$ cat config.mk
export PLATFORM = sky130hd
export DESIGN_NAME = rf_wb_arb
export DESIGN_NICKNAME = d
export VERILOG_FILES = /design/src/rtl/rf_wb_arb.sv
export SDC_FILE = /design/constraint.sdc
export NUM_CORES = 1
export LEC_CHECK = 0
export CAP_MARGIN = 40
export CORE_MARGIN = 2
export CORE_UTILIZATION = 48
export DETAILED_ROUTE_END_ITERATION = 10
export PLACE_DENSITY_LB_ADDON = 0.2
export SETUP_SLACK_MARGIN = 0.05
export SLEW_MARGIN = 15
export SYNTH_ARGS = -nofsm -noshare
export SYNTH_HDL_FRONTEND = slang
export SYNTH_SLANG_ARGS = --single-unit
$ cat constraint.sdc
create_clock -name clk -period 3.24 [get_ports clk]
set_input_delay 0.972 -clock clk [delete_from_list [all_inputs] [get_ports clk]]
set_output_delay 0.972 -clock clk [all_outputs]
set_load 0.005 [all_outputs]
$ cat src/rtl/rf_wb_arb.sv
// Register-file writeback arbiter: merges ALU and buffered load results onto one write port, tracks busy regs.
// Latency: ALU accept -> oWrEn next cycle; load push -> oWrEn two cycles later at the earliest.
// Backpressure: both readies drop together when the load FIFO is full, and that cycle drains the FIFO head.
module rf_wb_arb #(
   parameter int ADDR_WIDTH = 4,
   parameter int DATA_WIDTH = 32,
   parameter int LD_DEPTH   = 2
) (
   input  logic                     clk,
   input  logic                     rstn,
   input  logic                     iAluVld,
   output logic                     oAluRdy,
   input  logic [ADDR_WIDTH-1:0]    iAluAddr,
   input  logic [DATA_WIDTH-1:0]    iAluData,
   input  logic                     iLdVld,
   output logic                     oLdRdy,
   input  logic [ADDR_WIDTH-1:0]    iLdAddr,
   input  logic [DATA_WIDTH-1:0]    iLdData,
   input  logic                     iRsvEn,
   input  logic [ADDR_WIDTH-1:0]    iRsvAddr,
   output logic [2**ADDR_WIDTH-1:0] oBusy,
   output logic                     oWrEn,
   output logic [ADDR_WIDTH-1:0]    oWrAddr,
   output logic [DATA_WIDTH-1:0]    oWrData
);

   localparam int NREG = 2**ADDR_WIDTH;
   localparam int PW   = $clog2(LD_DEPTH);
   localparam int CW   = PW + 1;

   typedef struct packed {
      logic [ADDR_WIDTH-1:0] addr;
      logic [DATA_WIDTH-1:0] data;
   } wb_ent_t;

   wb_ent_t         ld_mem [LD_DEPTH];
   logic [PW-1:0]   wr_ptr;
   logic [PW-1:0]   rd_ptr;
   logic [CW-1:0]   ld_cnt;
   logic            ld_full;
   logic            ld_empty;
   logic            ld_push;
   logic            ld_pop;
   logic            alu_win;
   logic            gnt_vld;
   wb_ent_t         gnt;
   logic [NREG-1:0] busy_q;
   logic [NREG-1:0] busy_nxt;

   // Readies come from the registered count only, so no valid-to-ready path exists.
   assign ld_full  = (ld_cnt == CW'(LD_DEPTH));
   assign ld_empty = (ld_cnt == '0);
   assign oLdRdy   = !ld_full;
   assign oAluRdy  = !ld_full;

   assign alu_win  = iAluVld & !ld_full;
   assign ld_pop   = ld_full | (!iAluVld & !ld_empty);
   assign ld_push  = iLdVld & !ld_full;
   assign gnt_vld  = alu_win | ld_pop;

   always_comb begin
      gnt = ld_mem[rd_ptr];
      if (alu_win) begin
         gnt.addr = iAluAddr;
         gnt.data = iAluData;
      end
   end

   always_ff @(posedge clk or negedge rstn) begin
      if (!rstn) begin
         wr_ptr <= '0;
         rd_ptr <= '0;
         ld_cnt <= '0;
      end else begin
         if (ld_push) wr_ptr <= wr_ptr + 1'b1;
         if (ld_pop)  rd_ptr <= rd_ptr + 1'b1;
         case ({ld_push, ld_pop})
            2'b10:   ld_cnt <= ld_cnt + 1'b1;
            2'b01:   ld_cnt <= ld_cnt - 1'b1;
            default: ld_cnt <= ld_cnt;
         endcase
      end
   end

   always_ff @(posedge clk) begin
      if (ld_push) ld_mem[wr_ptr] <= '{addr: iLdAddr, data: iLdData};
   end

   // Register 0 is hardwired: its grants are consumed but never written.
   always_ff @(posedge clk or negedge rstn) begin
      if (!rstn) begin
         oWrEn   <= 1'b0;
         oWrAddr <= '0;
         oWrData <= '0;
      end else begin
         oWrEn <= gnt_vld && (gnt.addr != '0);
         if (gnt_vld && (gnt.addr != '0)) begin
            oWrAddr <= gnt.addr;
            oWrData <= gnt.data;
         end
      end
   end

   // A reservation landing on the register being written this cycle wins over the clear.
   always_comb begin
      busy_nxt = busy_q;
      if (oWrEn)  busy_nxt[oWrAddr]  = 1'b0;
      if (iRsvEn) busy_nxt[iRsvAddr] = 1'b1;
      busy_nxt[0] = 1'b0;
   end

   always_ff @(posedge clk or negedge rstn) begin
      if (!rstn) busy_q <= '0;
      else       busy_q <= busy_nxt;
   end

   assign oBusy = busy_q;

endmodule

==> metrics.txt, run 1 <==
DRT Pass-1 Iters 4; final setup margin 0.3871 ns; Lkg Pwr approximately 2.7 nW; WS Path Type flip-flop to output pin; CTS Buf Count 17; synthesized area per cell about 15 um2; CP endpoint kind output pin; Chip Height roughly 110 um; TNS Setup 0 ns; DRT met1 WL between 4 and 5 mm; slowest CP cell dfrtp_1; nets@finish 564; Switch Pwr roughly 2.1 mW; yosys warns 0; H-tree level count 4; share of cells above drive strength 1 0.1111; Peak Freq 350.5 MHz; maximum VDD drop 0.4789 mV; CORE AREA about 0.010 mm2; outcome completed; fin util 0.6917; top layer in use met4; Vias ~3500; commonest non-fill, non-tap cell in the layout clkdlybuf4s50_1; Seq pwr share 0.393; Max clock buf depth 2; GP Congestion 0.8219; maxcap violations 0; root buffer cell clkbuf_8; post-synthesis register bit count 128; Buffers on Ports roughly 130; Final min period between 2 and 3 ns; clock transition at the registers of the reported paths ~0.06 ns; WP buf/inv 2; post-CTS setup buffers 0; Post-Syn Instances between 300 and 400; final WL 11.18 mm; DP HPWL ~7.7 mm; CTS sink count 128; Cell Int Power approximately 4.7 mW; Via density about 5.5; clock share of power 0.251; CP startpoint kind flip-flop; CTS tree done; area delta synth->final 41.13%; Detailed Route Iter0 Violations roughly 170; slowest cell delay on critical path 0.47 ns; share of total power in combinational logic 0.356; Max-slew headroom 0.6052; Hold Path Class input port to async pin; CP top delay family buffers and inverters; Mapped Area between 0.005 and 0.006 mm2; cts hold-fix bufs 0; hold slack ~0.33 ns; CP Cell Sequence nor2b_1 -> inv_2 -> clkdlybuf4s50_1; switching share of power 0.3077; fill cell count 768; Final Cycle Share 0.8805; register area share after synthesis 0.7074; length of routed met3 wiring between 800 and 900 um; Slew Viols, Final 0; Critical Path Fanout Max 6; Setup-failing EPs final 0; number of global-route vias before repair 3656; post-CTS sizing 0; met2 routed WL around 5.5 mm; diode count 0; worst slack, placed 0.5310 ns; arrival time worst endpoint ~1.9 ns; Worst Max-Slew Pin Slew approximately 0.59 ns; syn nets approximately 420; ANT nets after route 0; WP data required between 2 and 2.5 ns; total gr overflow 0; RSZ-0062 raised after global routing no; Finished Layout Cells 631; Reg area roughly 0.0036 mm2; Tot GR Track Use 0.2072; dpl cells 599; # DRC 0; Initial Utilization 0.4901; largest net degree at the start of global routing 37; Fin. Hold Viols 0; initial antenna violation count 0; Worst-Skew Late Latency roughly 0.5 ns; commonest cells after routing, fill and taps aside 133 x clkdlybuf4s50_1, 72 x edfxtp_1, 55 x dfrtp_1, 36 x mux2i_1, 33 x nor3_1; Final Skew around 0.008 ns; die area around 0.011 mm2; routed len/inst between 15 and 20 um; Multi-input gate area between 0.001 and 0.0015 mm2; Rows 37; flop2flop setup slack about 0.94 ns; DIE WIDTH roughly 110 um; Top Ports 136; cell area power density roughly 960 mW/mm2; Cell variety after synth 33; first-pass GRT wire length 17.92 mm
==> state kept, by name (all words and copies together) (netlist names) <==
name,flops
oWrAddr,4
oWrData,32
ld_cnt,2
oBusy,15
wr_ptr,1
oWrEn,1
rd_ptr,1
ld_mem,72
==> power groups by stage <==
stage / Clock [mW] / Sequential, mW / Combinational [mW]
after floorplan: 0 / 2.65 / 1.30
after CTS: 1.74 / 2.68 / 2.45
after global placement: 0 / 2.68 / 2.38
final: 1.71 / 2.68 / 2.42
after global routing: 1.82 / 2.74 / 2.64
after detailed placement: 0 / 2.70 / 2.44
==> worst paths after layout <==
path,startpoint,to,cells past startpoint
max reg2reg,rd_ptr,oWrData[13],5
min in group clk,oBusy[14],oBusy[14],2
max in group asynchronous,rstn,rd_ptr,2
min,rstn,oBusy[6],1
min reg2reg,oBusy[14],oBusy[14],2
max,ld_cnt[0],oAluRdy,3
==> kinds of logic after synthesis <==
kind of cell / Yosys count / share of synthesized area
compound gates: 74 / 0.1113
xor+xnor: 5 / 0.008693
fa+ha+maj: 1 / 0.002483
buf+inv: 24 / 0.02732
flops: 128 / 0.7074
mux: 36 / 0.07154
other cells: 1 / 0.0007444
simple gates: 67 / 0.07055
==> through the flow <==
| stage | total power, mW | instance area, um2 |
|---|---|---|
| 3_3_place_gp | 5.054 | 6563 |
| 2_1_floorplan | 3.950 | 5037 |
| 5_1_grt | 7.202 | 7109 |
| 3_5_place_dp | 5.135 | 6563 |
| 6_report | 6.810 | 7109 |
| 4_1_cts | 6.864 | 7109 |
==> worst register-to-register path: cells and delay by family, from the launching register on <==
| family | cells | cell delay (ns) |
|---|---|---|
| buf+inv | 1 | 0.31 |
| flops | 1 | 0.41 |
| simple gates | 1 | 0.58 |
| compound gates | 3 | 0.93 |
==> synth_stat cells <==
cell type	instances	area, um2
o22a_1	1	8.760
o21ai_0	16	80.08
o2bb2ai_1	5	43.79
and3_1	1	6.260
nor4_1	1	6.260
nand3_1	3	15.01
nand2b_1	3	18.77
ha_1	1	12.51
inv_2	3	11.26
or4b_1	1	10.01
buf_6	4	45.04
nand2_1	10	37.54
conb_1	1	3.750
o22ai_2	1	12.51
a221o_1	32	320.3
inv_1	1	3.750
xnor2_1	4	35.03
or2_1	2	12.51
nor2_1	4	15.01
nor3_1	33	165.2
and3b_1	1	8.760
mux2i_1	36	360.4
nand3b_1	5	37.54
or3b_1	1	8.760
clkbuf_1	6	22.52
buf_2	8	40.04
or4_1	1	7.510
nor2b_1	1	6.260
dfrtp_1	56	1401
o21ai_1	19	95.09
xor2_1	1	8.760
edfxtp_1	72	2162
buf_4	2	15.01
==> layout make-up <==
| class | count | area share |
|---|---|---|
| multi-input cells | 184 | 0.1922 |
| clock buffers | 18 | 0.06019 |
| inverters | 4 | 0.002112 |
| repair buffers | 147 | 0.2034 |
| clock inverters | 14 | 0.01672 |
| well taps | 136 | 0.02394 |
| flip-flops and latches | 128 | 0.5014 |
==> per-layer routing <==
| metal | track usage | up-vias |
|---|---|---|
| li1 | - | 1603 |
| met1 | 0.2641 | 1716 |
| met2 | 0.3439 | 153 |
| met3 | 0.05579 | 7 |
| met4 | 0.07236 | 0 |
| met5 | 0 | - |
Power figures use the tool's default switching activity.
==> run 2, diff against run 1 <==
--- a/config.mk
+++ b/config.mk
@@ -11,6 +11,7 @@
 export DETAILED_ROUTE_END_ITERATION = 10
 export PLACE_DENSITY_LB_ADDON = 0.2
 export SETUP_SLACK_MARGIN = 0.05
+export SKIP_CTS_REPAIR_TIMING = 1
 export SLEW_MARGIN = 15
 export SYNTH_ARGS = -nofsm -noshare
 export SYNTH_HDL_FRONTEND = slang
==> results of run 2 <==
No change in the layout: final DEF, timing and power equal those of run 1.
==> run 3, diff against run 2 <==
--- a/config.mk
+++ b/config.mk
@@ -5,10 +5,12 @@
 export SDC_FILE = /design/constraint.sdc
 export NUM_CORES = 1
 export LEC_CHECK = 0
+export ABC_CLOCK_PERIOD_IN_PS = 3240
 export CAP_MARGIN = 40
 export CORE_MARGIN = 2
 export CORE_UTILIZATION = 48
 export DETAILED_ROUTE_END_ITERATION = 10
+export DONT_BUFFER_PORTS = 1
 export PLACE_DENSITY_LB_ADDON = 0.2
 export SETUP_SLACK_MARGIN = 0.05
 export SKIP_CTS_REPAIR_TIMING = 1
==> metrics.txt, run 3 (same netlist as run 1, synthesis figures left out) <==
Lkg Pwr 2.170 nW (was 2.712 nW); final WL 10.31 mm (was 11.18 mm); Chip Height 106.4 um (unchanged); Max clock buf depth 2 (unchanged); CP startpoint kind flip-flop (unchanged); routed len/inst 20.96 um (was 17.72 um); Final min period 2.403 ns (was 2.853 ns); outcome completed (unchanged); nets@finish 425 (was 564); Critical Path Fanout Max 37 (was 6); total gr overflow 0 (unchanged); DP HPWL 6.754 mm (was 7.682 mm); number of global-route vias before repair 2967 (was 3656); CORE AREA 0.01028 mm2 (unchanged); arrival time worst endpoint 2.83 ns (was 1.88 ns); Tot GR Track Use 0.1885 (was 0.2072); root buffer cell clkbuf_8 (unchanged); Via density 5.947 (was 5.513); Rows 37 (unchanged); Final Skew 0.01208 ns (was 0.008023 ns); CP endpoint kind flip-flop (was output pin); Final Cycle Share 0.7417 (was 0.8805); H-tree level count 4 (unchanged); die area 0.01133 mm2 (unchanged); commonest non-fill, non-tap cell in the layout edfxtp_1 (was clkdlybuf4s50_1); Peak Freq 416.1 MHz (was 350.5 MHz); # DRC 0 (unchanged); Top Ports 136 (unchanged); RSZ-0062 raised after global routing no (unchanged); Max-slew headroom 0.4965 (was 0.6052); Initial Utilization 0.4901 (unchanged); DRT Pass-1 Iters 4 (unchanged); Worst Max-Slew Pin Slew 0.7544 ns (was 0.5899 ns); hold slack 0.1634 ns (was 0.3323 ns); ANT nets after route 0 (unchanged); fin util 0.5623 (was 0.6917); Worst-Skew Late Latency 0.50 ns (about the same); CTS sink count 128 (unchanged); area delta synth->final 14.73% (was 41.13%); maxcap violations 0 (unchanged); TNS Setup 0 ns (unchanged); Detailed Route Iter0 Violations 148 (was 169); largest net degree at the start of global routing 57 (was 37); clock transition at the registers of the reported paths 0.06 ns (about the same); Finished Layout Cells 492 (was 631); share of cells above drive strength 1 0.1348 (was 0.1111); maximum VDD drop 0.4000 mV (was 0.4789 mV); GP Congestion 0.7585 (was 0.8219); WP data required 3.67 ns (was 2.27 ns); Slew Viols, Final 0 (unchanged); commonest cells after routing, fill and taps aside 72 x edfxtp_1, 55 x dfrtp_1, 36 x mux2i_1, 33 x nor3_1, 32 x a221o_1 (was 133 x clkdlybuf4s50_1, 72 x edfxtp_1, 55 x dfrtp_1, 36 x mux2i_1, 33 x nor3_1); DIE WIDTH 106.4 um (unchanged); initial antenna violation count 0 (unchanged); Fin. Hold Viols 0 (unchanged); cell area power density 1068 mW/mm2 (was 957.8 mW/mm2); diode count 0 (unchanged); Vias 2926 (was 3479); Setup-failing EPs final 0 (unchanged); Largest register FFs 72 (unchanged); dpl cells 460 (was 599); CTS Buf Count 17 (unchanged); WS Path Type flip-flop to flip-flop (was flip-flop to output pin); Hold Path Class input port to async pin (unchanged); Buffers on Ports 0 (was 134); CTS tree done (unchanged); Most flops, register ld_mem (unchanged); first-pass GRT wire length 16.15 mm (was 17.92 mm)
## run 3: cell count changes in the layout (fill, tap and decap cells not counted)
cell / previous run / this run
inv_6: 0 / 6
bufinv_16: 1 / 2
clkinv_2: 6 / 2
clkinv_1: 0 / 1
clkinvlp_4: 2 / 4
clkdlybuf4s50_1: 133 / 0
clkbuf_8: 2 / 1
buf_16: 0 / 1
buf_4: 12 / 6
clkinv_4: 5 / 0
buf_2: 1 / 0
## run 3: final cells by class
type	count	area [um2]
Tap cell	136	170.2
Inverter	4	15.01
Clock buffer	17	414.1
Sequential cell	128	3565
Fill cell	847	4498
Clock inverter	15	156.4
Timing Repair Buffer	8	92.59
Multi-Input combinational cell	184	1366
## run 3: through the flow
stage / area [um2] / power [mW] / worst slack [ns]
after floorplan: 5037 / 3.950 / 0.2250
after global placement: 5181 / 4.310 / 0.6246
after detailed placement: 5209 / 4.407 / 0.5824
after CTS: 5779 / 6.245 / 0.7991
after global routing: 5779 / 6.532 / 0.7114
final: 5779 / 6.173 / 0.8367
## run 3: path summary, 6_finish.rpt
check                              start          end  slack [ns]  cells after the start
worst max-delay path              rd_ptr  oWrData[26]        0.84                      5
worst min-delay path                rstn     oBusy[6]        0.16                      0
worst max register to register    rd_ptr  oWrData[26]        0.84                      5
worst min register to register  oBusy[2]     oBusy[2]        0.52                      2
max in group asynchronous           rstn       rd_ptr        2.97                      0
min in group clk                oBusy[2]     oBusy[2]        0.52                      2
## run 3: power breakdown
group,internal (mW),switching [mW]
registers,2.34,0.433
clock network,1.10,0.713
logic,0.716,0.864
## run 3: worst max-delay path: stages (launching register included)
cell and delay (ns):
dfrtp_2 0.54, or4_1 0.61, o22ai_4 0.36, o22a_1 0.21, buf_4 0.39, a221o_1 0.23
## run 3: layer usage
metal | routed length (um) | track usage | vias up
li1 | - | - | 1333
met5 | 0 | 0 | -
met1 | 4450 | 0.2436 | 1471
met4 | 66 | 0.06122 | 0
met3 | 937 | 0.08277 | 7
met2 | 4857 | 0.2875 | 115
